### src/rtl/osd_string_scheduler_pkg.sv
// osd_string_scheduler_pkg: shared FSM encoding and width/index helpers for the OSD string scheduler.
package osd_string_scheduler_pkg;

    typedef enum logic [2:0] {IDLE, ARB, WAIT_FS, FIRE, HOLD} state_t;

    function automatic int xw(input int frame_w);
        return $clog2(frame_w - 2) + 1;
    endfunction

    function automatic int yw(input int frame_h);
        return $clog2(frame_h - 2) + 1;
    endfunction

    // Index width that never collapses to zero bits.
    function automatic int idw(input int n);
        return n > 1 ? $clog2(n) : 1;
    endfunction

    function automatic int lsb(input int idx, input int w);
        return idx * w;
    endfunction

endpackage

### src/rtl/osd_string_scheduler_if.sv
// osd_string_scheduler_if: requester, frame-timing and renderer-side signals of the OSD string scheduler.
interface osd_string_scheduler_if #(
    parameter int NREQ          = 4,
    parameter int STRING_LENGTH = 4,
    parameter int CHAR_ENCODING = 8,
    parameter int DATA_WIDTH    = 24,
    parameter int FRAME_W       = 640,
    parameter int FRAME_H       = 480
);
    localparam int SW = STRING_LENGTH * CHAR_ENCODING;
    localparam int CW = STRING_LENGTH * DATA_WIDTH;
    localparam int XW = osd_string_scheduler_pkg::xw(FRAME_W);
    localparam int YW = osd_string_scheduler_pkg::yw(FRAME_H);
    localparam int GW = osd_string_scheduler_pkg::idw(NREQ);

    logic [NREQ-1:0]    req_valid;
    logic [NREQ*SW-1:0] req_str;
    logic [NREQ*CW-1:0] req_color;
    logic [NREQ*XW-1:0] req_x;
    logic [NREQ*YW-1:0] req_y;
    logic [NREQ-1:0]    req_ack;
    logic               frame_start;
    logic               osd_busy;
    logic               read;
    logic [SW-1:0]      str;
    logic [CW-1:0]      str_color;
    logic [XW-1:0]      start_x;
    logic [YW-1:0]      start_y;
    logic [GW-1:0]      grant_id;
    logic               active;

    modport master (
        output req_valid, req_str, req_color, req_x, req_y, frame_start, osd_busy,
        input  req_ack, read, str, str_color, start_x, start_y, grant_id, active
    );

    modport slave (
        input  req_valid, req_str, req_color, req_x, req_y, frame_start, osd_busy,
        output req_ack, read, str, str_color, start_x, start_y, grant_id, active
    );

endinterface

### src/rtl/osd_string_scheduler_rr_arbiter.sv
// osd_string_scheduler_rr_arbiter: combinational round-robin pick of the first request at or after ptr.
module osd_string_scheduler_rr_arbiter
    import osd_string_scheduler_pkg::*;
#(
    parameter int NREQ = 4,
    parameter int GW   = idw(NREQ)
) (
    input  logic [NREQ-1:0] req,
    input  logic [GW-1:0]   ptr,
    output logic [NREQ-1:0] gnt,
    output logic [GW-1:0]   idx,
    output logic            any
);

    logic [GW-1:0] j;

    always_comb begin
        gnt = '0;
        idx = '0;
        any = 1'b0;
        j   = '0;
        for (int i = 0; i < NREQ; i++) begin
            j = GW'((int'(ptr) + i) % NREQ);
            if (!any && req[j]) begin
                any    = 1'b1;
                idx    = j;
                gnt[j] = 1'b1;
            end
        end
    end

endmodule

### src/rtl/osd_string_scheduler.sv
// osd_string_scheduler: round-robin sharing of one OSD string renderer, frame-aligned load and multi-frame hold.
module osd_string_scheduler
    import osd_string_scheduler_pkg::*;
#(
    parameter int NREQ          = 4,
    parameter int STRING_LENGTH = 4,
    parameter int CHAR_ENCODING = 8,
    parameter int DATA_WIDTH    = 24,
    parameter int FRAME_W       = 640,
    parameter int FRAME_H       = 480,
    parameter int HOLD_FRAMES   = 2
) (
    input logic                   sys_clk,
    input logic                   rstb,
    osd_string_scheduler_if.slave bus
);

    localparam int SW = STRING_LENGTH * CHAR_ENCODING;
    localparam int CW = STRING_LENGTH * DATA_WIDTH;
    localparam int XW = xw(FRAME_W);
    localparam int YW = yw(FRAME_H);
    localparam int GW = idw(NREQ);
    localparam int HW = idw(HOLD_FRAMES);

    state_t          state;
    logic [GW-1:0]   ptr;
    logic [HW-1:0]   hold;
    logic [NREQ-1:0] gnt;
    logic [GW-1:0]   win;
    logic            any;

    osd_string_scheduler_rr_arbiter #(.NREQ(NREQ)) u_arb (
        .req (bus.req_valid),
        .ptr (ptr),
        .gnt (gnt),
        .idx (win),
        .any (any)
    );

    // Shadow registers move only on the grant (ARB) and the load strobe (FIRE), so the renderer never sees a mid-frame change.
    always_ff @(posedge sys_clk or negedge rstb) begin
        if (!rstb) begin
            state         <= IDLE;
            ptr           <= '0;
            hold          <= '0;
            bus.req_ack   <= '0;
            bus.read      <= 1'b0;
            bus.active    <= 1'b0;
            bus.grant_id  <= '0;
            bus.str       <= '0;
            bus.str_color <= '0;
            bus.start_x   <= '0;
            bus.start_y   <= '0;
        end else begin
            bus.req_ack <= '0;
            bus.read    <= 1'b0;
            case (state)
                IDLE: if (|bus.req_valid) state <= ARB;
                ARB: begin
                    if (any) begin
                        bus.req_ack   <= gnt;
                        bus.grant_id  <= win;
                        bus.str       <= bus.req_str[lsb(int'(win), SW) +: SW];
                        bus.str_color <= bus.req_color[lsb(int'(win), CW) +: CW];
                        bus.start_x   <= bus.req_x[lsb(int'(win), XW) +: XW];
                        bus.start_y   <= bus.req_y[lsb(int'(win), YW) +: YW];
                        ptr           <= (win == GW'(NREQ - 1)) ? '0 : win + GW'(1);
                        state         <= WAIT_FS;
                    end else begin
                        state <= IDLE;
                    end
                end
                WAIT_FS: begin
                    if (bus.frame_start && !bus.osd_busy) begin
                        bus.read   <= 1'b1;
                        bus.active <= 1'b1;
                        hold       <= HW'(HOLD_FRAMES - 1);
                        state      <= FIRE;
                    end
                end
                FIRE: state <= HOLD;
                HOLD: begin
                    if (bus.frame_start) begin
                        if (hold != '0) hold <= hold - HW'(1);
                        else if (|bus.req_valid) state <= ARB;
                    end
                end
                default: state <= IDLE;
            endcase
        end
    end

endmodule

### src/flat_wrapper.sv
// flat-port wrapper written by rule: the top's interface ports become plain ports
module osd_string_scheduler_flat import osd_string_scheduler_pkg::*;
#(
    parameter int NREQ          = 4,
    parameter int STRING_LENGTH = 4,
    parameter int CHAR_ENCODING = 8,
    parameter int DATA_WIDTH    = 24,
    parameter int FRAME_W       = 640,
    parameter int FRAME_H       = 480,
    parameter int HOLD_FRAMES   = 2
)
  (sys_clk, rstb, bus_req_valid, bus_req_str, bus_req_color, bus_req_x, bus_req_y, bus_frame_start, bus_osd_busy, bus_req_ack, bus_read, bus_str, bus_str_color, bus_start_x, bus_start_y, bus_grant_id, bus_active);
  osd_string_scheduler_if #(.NREQ(NREQ), .STRING_LENGTH(STRING_LENGTH), .CHAR_ENCODING(CHAR_ENCODING), .DATA_WIDTH(DATA_WIDTH), .FRAME_W(FRAME_W), .FRAME_H(FRAME_H)) bus_i ();
  input logic sys_clk;
  input logic rstb;
  input wire logic [$bits(bus_i.req_valid)-1:0] bus_req_valid;
  input wire logic [$bits(bus_i.req_str)-1:0] bus_req_str;
  input wire logic [$bits(bus_i.req_color)-1:0] bus_req_color;
  input wire logic [$bits(bus_i.req_x)-1:0] bus_req_x;
  input wire logic [$bits(bus_i.req_y)-1:0] bus_req_y;
  input wire logic [$bits(bus_i.frame_start)-1:0] bus_frame_start;
  input wire logic [$bits(bus_i.osd_busy)-1:0] bus_osd_busy;
  output wire logic [$bits(bus_i.req_ack)-1:0] bus_req_ack;
  output wire logic [$bits(bus_i.read)-1:0] bus_read;
  output wire logic [$bits(bus_i.str)-1:0] bus_str;
  output wire logic [$bits(bus_i.str_color)-1:0] bus_str_color;
  output wire logic [$bits(bus_i.start_x)-1:0] bus_start_x;
  output wire logic [$bits(bus_i.start_y)-1:0] bus_start_y;
  output wire logic [$bits(bus_i.grant_id)-1:0] bus_grant_id;
  output wire logic [$bits(bus_i.active)-1:0] bus_active;
  assign bus_i.req_valid = bus_req_valid;
  assign bus_i.req_str = bus_req_str;
  assign bus_i.req_color = bus_req_color;
  assign bus_i.req_x = bus_req_x;
  assign bus_i.req_y = bus_req_y;
  assign bus_i.frame_start = bus_frame_start;
  assign bus_i.osd_busy = bus_osd_busy;
  assign bus_req_ack = bus_i.req_ack;
  assign bus_read = bus_i.read;
  assign bus_str = bus_i.str;
  assign bus_str_color = bus_i.str_color;
  assign bus_start_x = bus_i.start_x;
  assign bus_start_y = bus_i.start_y;
  assign bus_grant_id = bus_i.grant_id;
  assign bus_active = bus_i.active;
  osd_string_scheduler #(.NREQ(NREQ), .STRING_LENGTH(STRING_LENGTH), .CHAR_ENCODING(CHAR_ENCODING), .DATA_WIDTH(DATA_WIDTH), .FRAME_W(FRAME_W), .FRAME_H(FRAME_H), .HOLD_FRAMES(HOLD_FRAMES)) u_core (.sys_clk(sys_clk), .rstb(rstb), .bus(bus_i));
endmodule
### config.mk
export PLATFORM = sky130hd
export DESIGN_NAME = osd_string_scheduler_flat
export DESIGN_NICKNAME = d
export VERILOG_FILES = /design/src/rtl/osd_string_scheduler_pkg.sv /design/src/rtl/osd_string_scheduler_if.sv /design/src/rtl/osd_string_scheduler_rr_arbiter.sv /design/src/rtl/osd_string_scheduler.sv /design/src/flat_wrapper.sv
export SDC_FILE = /design/constraint.sdc
export NUM_CORES = 1
export LEC_CHECK = 0
export BUFFER_PORTS_ARGS = -buffer_cell sky130_fd_sc_hd__buf_4
export CELL_PAD_IN_SITES_DETAIL_PLACEMENT = 1
export CELL_PAD_IN_SITES_GLOBAL_PLACEMENT = 1
export CORE_AREA = 2 2 299 301
export DETAILED_ROUTE_END_ITERATION = 8
export DIE_AREA = 0 0 301 303
export PLACE_DENSITY_LB_ADDON = 0.15
export SETUP_SLACK_MARGIN = 0.02
export SLEW_MARGIN = 0
export SYNTH_ARGS = -nofsm -noshare
export SYNTH_HDL_FRONTEND = slang
export SYNTH_SLANG_ARGS = --single-unit
### constraint.sdc
create_clock -name sys_clk -period 3 [get_ports sys_clk]
set_input_delay 0.9 -clock sys_clk [delete_from_list [all_inputs] [get_ports sys_clk]]
set_output_delay 0.9 -clock sys_clk [all_outputs]
set_load 0.005 [all_outputs]
Yosys cells after proc, flatten, opt, wreduce, memory -nomap -nowiden
Index checks and enable logic that the tools add are counted.
- add/subtract/negate cells: 5
- multipliers: 3
- order comparisons: 8
- equality and inequality tests: 8
- shift operators: 4
- mux-type cells: 43
- bitwise gates (word level): 3
- reductions and logical operators: 19
- operator list (cell ; count):
    variable part select 384 x 32 -> 96 bit ; 1
    variable part select 128 x 8 -> 32 bit ; 1
    variable part select 44 x 32 -> 11 bit ; 1
    variable part select 40 x 32 -> 10 bit ; 1
    two-way mux 4 bit ; 6
    two-way mux 1 bit ; 17
    one-hot mux 3 bit (5 select lines) ; 1
    less-than comparator 2 x 3 -> 1 bit, second input constant ; 4
    two-way mux 2 bit ; 6
    two-way mux 3 bit ; 4
    OR 4 bit ; 3
    binary-select mux 1 bit (select 2 bit) ; 4
    demux 1 bit (select 2 bit) ; 4
    greater-or-equal comparator 2 x 1 -> 1 bit, second input constant ; 4
    logical AND 1 bit ; 8
    == test 3 x 2 -> 1 bit, second input constant ; 2
    multiplier 2 x 4 -> 6 bit, second input constant ; 1
    AND reduction 3 bit ; 2
    multiplier 2 x 3 -> 5 bit, second input constant ; 1
    adder 2 x 1 -> 2 bit, second input constant ; 2
    adder 2 bit, second input constant ; 2
    zero test 1 bit ; 4
    multiplier 2 x 2 -> 4 bit, second input constant ; 1
    inequality test 2 bit, second input constant ; 2
    10 further kinds ; 11
- register bits: 163
- input bits: 604
- logic and storage cells: 104

Logic depth before layout (Yosys ltp)
- depth in word-level cells: 14
- depth in mapped cells: 14
- mapped depth without buffers: 8

Cells and area by module
Synthesis repeated with hierarchy kept, for this count alone.
- cell total of the unflattened synthesis: 589
- area total of the unflattened synthesis: 10084.7 µm²
- modules (own cells, without submodules) (module ; instances ; cells an instance ; area each (µm²) ; seq. area each (µm²)):
    osd_string_scheduler ; 1 ; 544 ; 9665.5 ; 4078.9
    osd_string_scheduler_rr_arbiter ; 1 ; 45 ; 419.2 ; 0.0

Worst setup path before layout
No wires, ideal clock.
- kind: register -> register
- from: register u_core.ptr[1]
- to: register u_core.bus.str_color[1]
- library setup time: 0.138 ns
- arrival: 3.017 ns
- required time: 2.862 ns
- path slack: -0.155 ns
- stages on the path, launching flop included: 14
- buffers on the path: 6
- period minus slack after synthesis: 3.155 ns
- cell sequence: dfrtp_1 -> clkbuf_1 -> inv_1 -> ha_1 -> mux4_2 -> or4_1 -> buf_2 -> and2_1 -> buf_6 -> nand2b_2 -> buf_6 -> buf_6 -> buf_8 -> o221ai_1
- word-level cells in the longest chain between the ends: 14
- elaborated cells on any way between the ends: 28
- those cells by class: add/sub (3); mul (1); shift (1); mux (16); reduce/logical (7)
- RTL lines (what ; line ; text):
    start: declaration ; osd_string_scheduler.sv:26 ; logic [GW-1:0] ptr;
    start signal: assignment ; osd_string_scheduler.sv:67 ; ptr <= (win == GW'(NREQ - 1)) ? '0 : win + GW'(1);
    branches (longest 14 deep; another with multiplier 2 x 2 -> 4 bit) ; n/a ;
    end signal: assignment ; osd_string_scheduler.sv:64 ; bus.str_color <= bus.req_color[lsb(int'(win), CW) +: CW];
    end: declaration ; osd_string_scheduler_if.sv:39 ; output req_ack, read, str, str_color, start_x, start_y, grant_id, active
Several ways; the timed one is not identified. The select of a mux whose other input is x is not followed.
A chain may end at the register's enable or synchronous reset.

Worst setup path after layout
- from: register u_core.ptr[1]
- to: register u_core.bus.str_color[12]
Same word-level chain as after synthesis.

==> results.toml <==
[synth]
syn_inst = 1268
synth_compound_area_frac = 0.187
syn_area_per_cell_um2 = 9.16
netlist.area_leader.share = 0.351
synth_fa_ha_area_frac = 0.00861
synthXorXnorAreaFrac = 0.000754
ys_top_cells_by_area = "dfrtp_1, mux2i_1, a21oi_1, nand3_1, o221ai_1"
synth-simple-area-share = 0.126
yosysSeqAreaShare = 0.351
synth_edf_count = 0
synth_warnings = 0
synth_nets = 1880
ys_seq_elements = 163
netlist_area_mm2 = 0.0116
synth_top_cell_by_area = "dfrtp_1"
ys_types = 46
synth_flop_cell = "dfrtp_1"
async_reset_ff_frac = 1.00
post_synth_mux_area_share = 0.266
synth_top_family_by_area = "multiplexers"

[clock_network]
clkTransAtPathRegs_ns = 0.08
holdBufCountCts = 0
cts_buffer_depth = 2
cts_inserted_buffers = 17
clk_latency_ns = 0.49
root_buffer = "clkbuf_16"
clock_sinks = 163
htreeDepth = 4
cts_tree = "done"

[critical_path]
cp.arrival_ns = 3.17
cp-start-kind = "flop"
critPathMaxFanout = 13
cp-end-kind = "flop"
worstPathRequired_ns = 3.34
worstSetupPathType = "reg -> reg"

[place]
gp_congestion = 0.793
io_buffer_count = 760
hpwl_um = 57700
dpl_worst_slack_ns = -0.393

[timing]
drv_slew = 0
hold_viol = 0
setup_viol = 0
finalWorstPathRequiredPeriod_ns = 2.83
skew_ns = 0.0159
fin_crit_sh = 0.943
tightest_slew_ns = 0.517
timing.final.ws_setup_ns = 0.171
slew_headroom = 0.656
fmax_ghz = 0.354
grt_setup_unrepaired = "no"

[final_layout]
drive_gt1_frac = 0.467
utilization = 0.232
area_growth_syn_to_layout_pct = 75.5
nNetsFinal = 2655

[drt]
num_vias = 13300
first_iter_violations = 557
ant_nets = 0
drt_pass1_iterations = 4
avgViaCountPerCell = 4.13
finalWirelength_um = 71300
wl_per_cell_um = 22.1
drcViolationCount = 0

[pwr]
total_power_uw = 21900
pwr_density_cell_mw_per_mm2 = 1070
ir_drop_uv = 452
leakage_uw = 0.0101

[outcome]
status = "complete, no violations"

[floorplanning]
die_w_um = 301
num_rows = 109
core_mm2 = 0.0880
chipHeight_um = 303
start_util = 0.132
die_area_mm2 = 0.0912
pin_count = 761

[global_routing]
grtUsageTotal = 0.149
grt.overflow.total = 0
grt_max_degree = 80
grt_pass1_wl_um = 100000
antenna_found_initial = 11
grt_pass1_vias = 14600

[job]
cap_violations = 0

[worst_hold_path]
hold_path.class = "in -> async"
==> report_power, final <==
| group | internal (uW) | switching, uW | leakage (uW) |
|---|---|---|---|
| sequential | 3310 | 679 | 0.00202 |
| clock | 1170 | 1160 | 0.000273 |
| combinational | 7510 | 8090 | 0.00779 |
| total | 12000 | 9940 | 0.0101 |
==> routing by layer <==
metal	track usage	wire length [um]	up-vias
li1	-	-	6320
met1	0.165	27300	6438
met2	0.266	36600	487
met3	0.0541	5980	65
met4	0.0445	1390	14
met5	0	93	-
==> layout by cell type, fill, tap and decap left out, types with 7 or more instances in the layout <==
| cell | instances |
|---|---|
| diode_2 | 7 |
| buf_12 | 42 |
| a21oi_1 | 143 |
| nor2_1 | 14 |
| mux2i_1 | 296 |
| clkbuf_16 | 18 |
| o211ai_1 | 70 |
| o221ai_2 | 10 |
| nand3_1 | 140 |
| o221ai_1 | 69 |
| ha_1 | 7 |
| nand2_1 | 154 |
| dfrtp_1 | 163 |
| buf_4 | 856 |
==> kinds of logic (layout without fill, tap and decap cells) <==
logic type,count (synthesis),count (layout)
and+or+nand+nor,327,327
AOI/OAI and AO/OA,316,316
muxes,304,304
DFF,163,163
buffers and inverters,149,937
adders and majority gates,8,8
xor gates and xnor gates,1,1
other,0,7
==> synth_stat cells (2+ instances only) <==
cell      instances
ha_1              8
mux4_2            4
nor2b_1           4
and3_1            2
a22oi_1           4
mux2i_1         299
buf_1             9
buf_4            10
clkbuf_1         63
buf_2            58
nand2b_1          2
o211ai_1         70
o21ai_0           3
nand3_1         140
a21oi_1         143
a221oi_1          6
inv_1             4
nor2_1           14
and2_1            2
nand2_1         155
buf_6             4
o221ai_2          8
dfrtp_1         163
o221ai_1         71
==> area by class of cell <==
type	instances	area (um2)
multi-input cells	956	6930
clock buffers	18	429
diodes	7	17.5
inverters	4	15.0
clock inverters	14	146
flip-flops and latches	163	4080
fillers	10300	67600
repair buffers	901	7320
well taps	1165	1460
==> metrics by stage <==
step	cells	hold WS, ns	area (um2)	setup TNS (ns)
2_1_floorplan	1268	0.465	11700	-3.03
3_3_place_gp	3187	0.461	19800	-21.27
3_5_place_dp	3187	0.457	19800	-27.17
4_1_cts	3219	0.372	20300	0
5_1_grt	3223	0.386	20400	0
6_report	3228	0.386	20400	0
==> path summary, 6_finish.rpt <==
kind | cells past startpoint | endpoint | start | slack (ns)
hold reg to reg | 1 | u_core.bus.active$_DFFE_PN0P_ | u_core.bus.active$_DFFE_PN0P_ | 0.47
setup reg to reg | 9 | u_core.bus.str_color[12]$_DFFE_PN0P_ | u_core.ptr[1]$_DFFE_PN0P_ | 0.17
hold / removal | 1 | u_core.bus.start_x[7]$_DFFE_PN0P_ | rstb | 0.39
max in group asynchronous | 2 | u_core.bus.str[19]$_DFFE_PN0P_ | rstb | 1.93
setup / recovery | 9 | u_core.bus.str_color[12]$_DFFE_PN0P_ | u_core.ptr[1]$_DFFE_PN0P_ | 0.17
min in group sys_clk | 1 | u_core.bus.active$_DFFE_PN0P_ | u_core.bus.active$_DFFE_PN0P_ | 0.47
==> repair_timing <==
action                                  CTS  global route
setup buffers                             0             1
endpoints found under the setup margin    2             8
pin swaps                                 0             1
gates resized for setup                   2             2
gates cloned                              0             1
==> worst max-delay path, cell delays in order, from the launching register on <==
cell and delay [ns]:
dfrtp_1 0.41, buf_4 0.19, mux4_2 0.53, nor2b_1 0.17, o21ai_0 0.15, o31a_2 0.24, buf_12 0.18, buf_4 0.23
mux2i_2 0.45, o211ai_1 0.13
==> state kept, by name, summed over array words and instances (netlist names) <==
signal,flops
u_core.bus.str,32
u_core.hold,1
u_core.ptr,2
u_core.bus.read,1
u_core.state,3
u_core.bus.start_y,10
u_core.bus.req_ack,4
u_core.bus.grant_id,2
u_core.bus.str_color,96
u_core.bus.start_x,11
u_core.bus.active,1
Power figures use the tool's default switching activity.
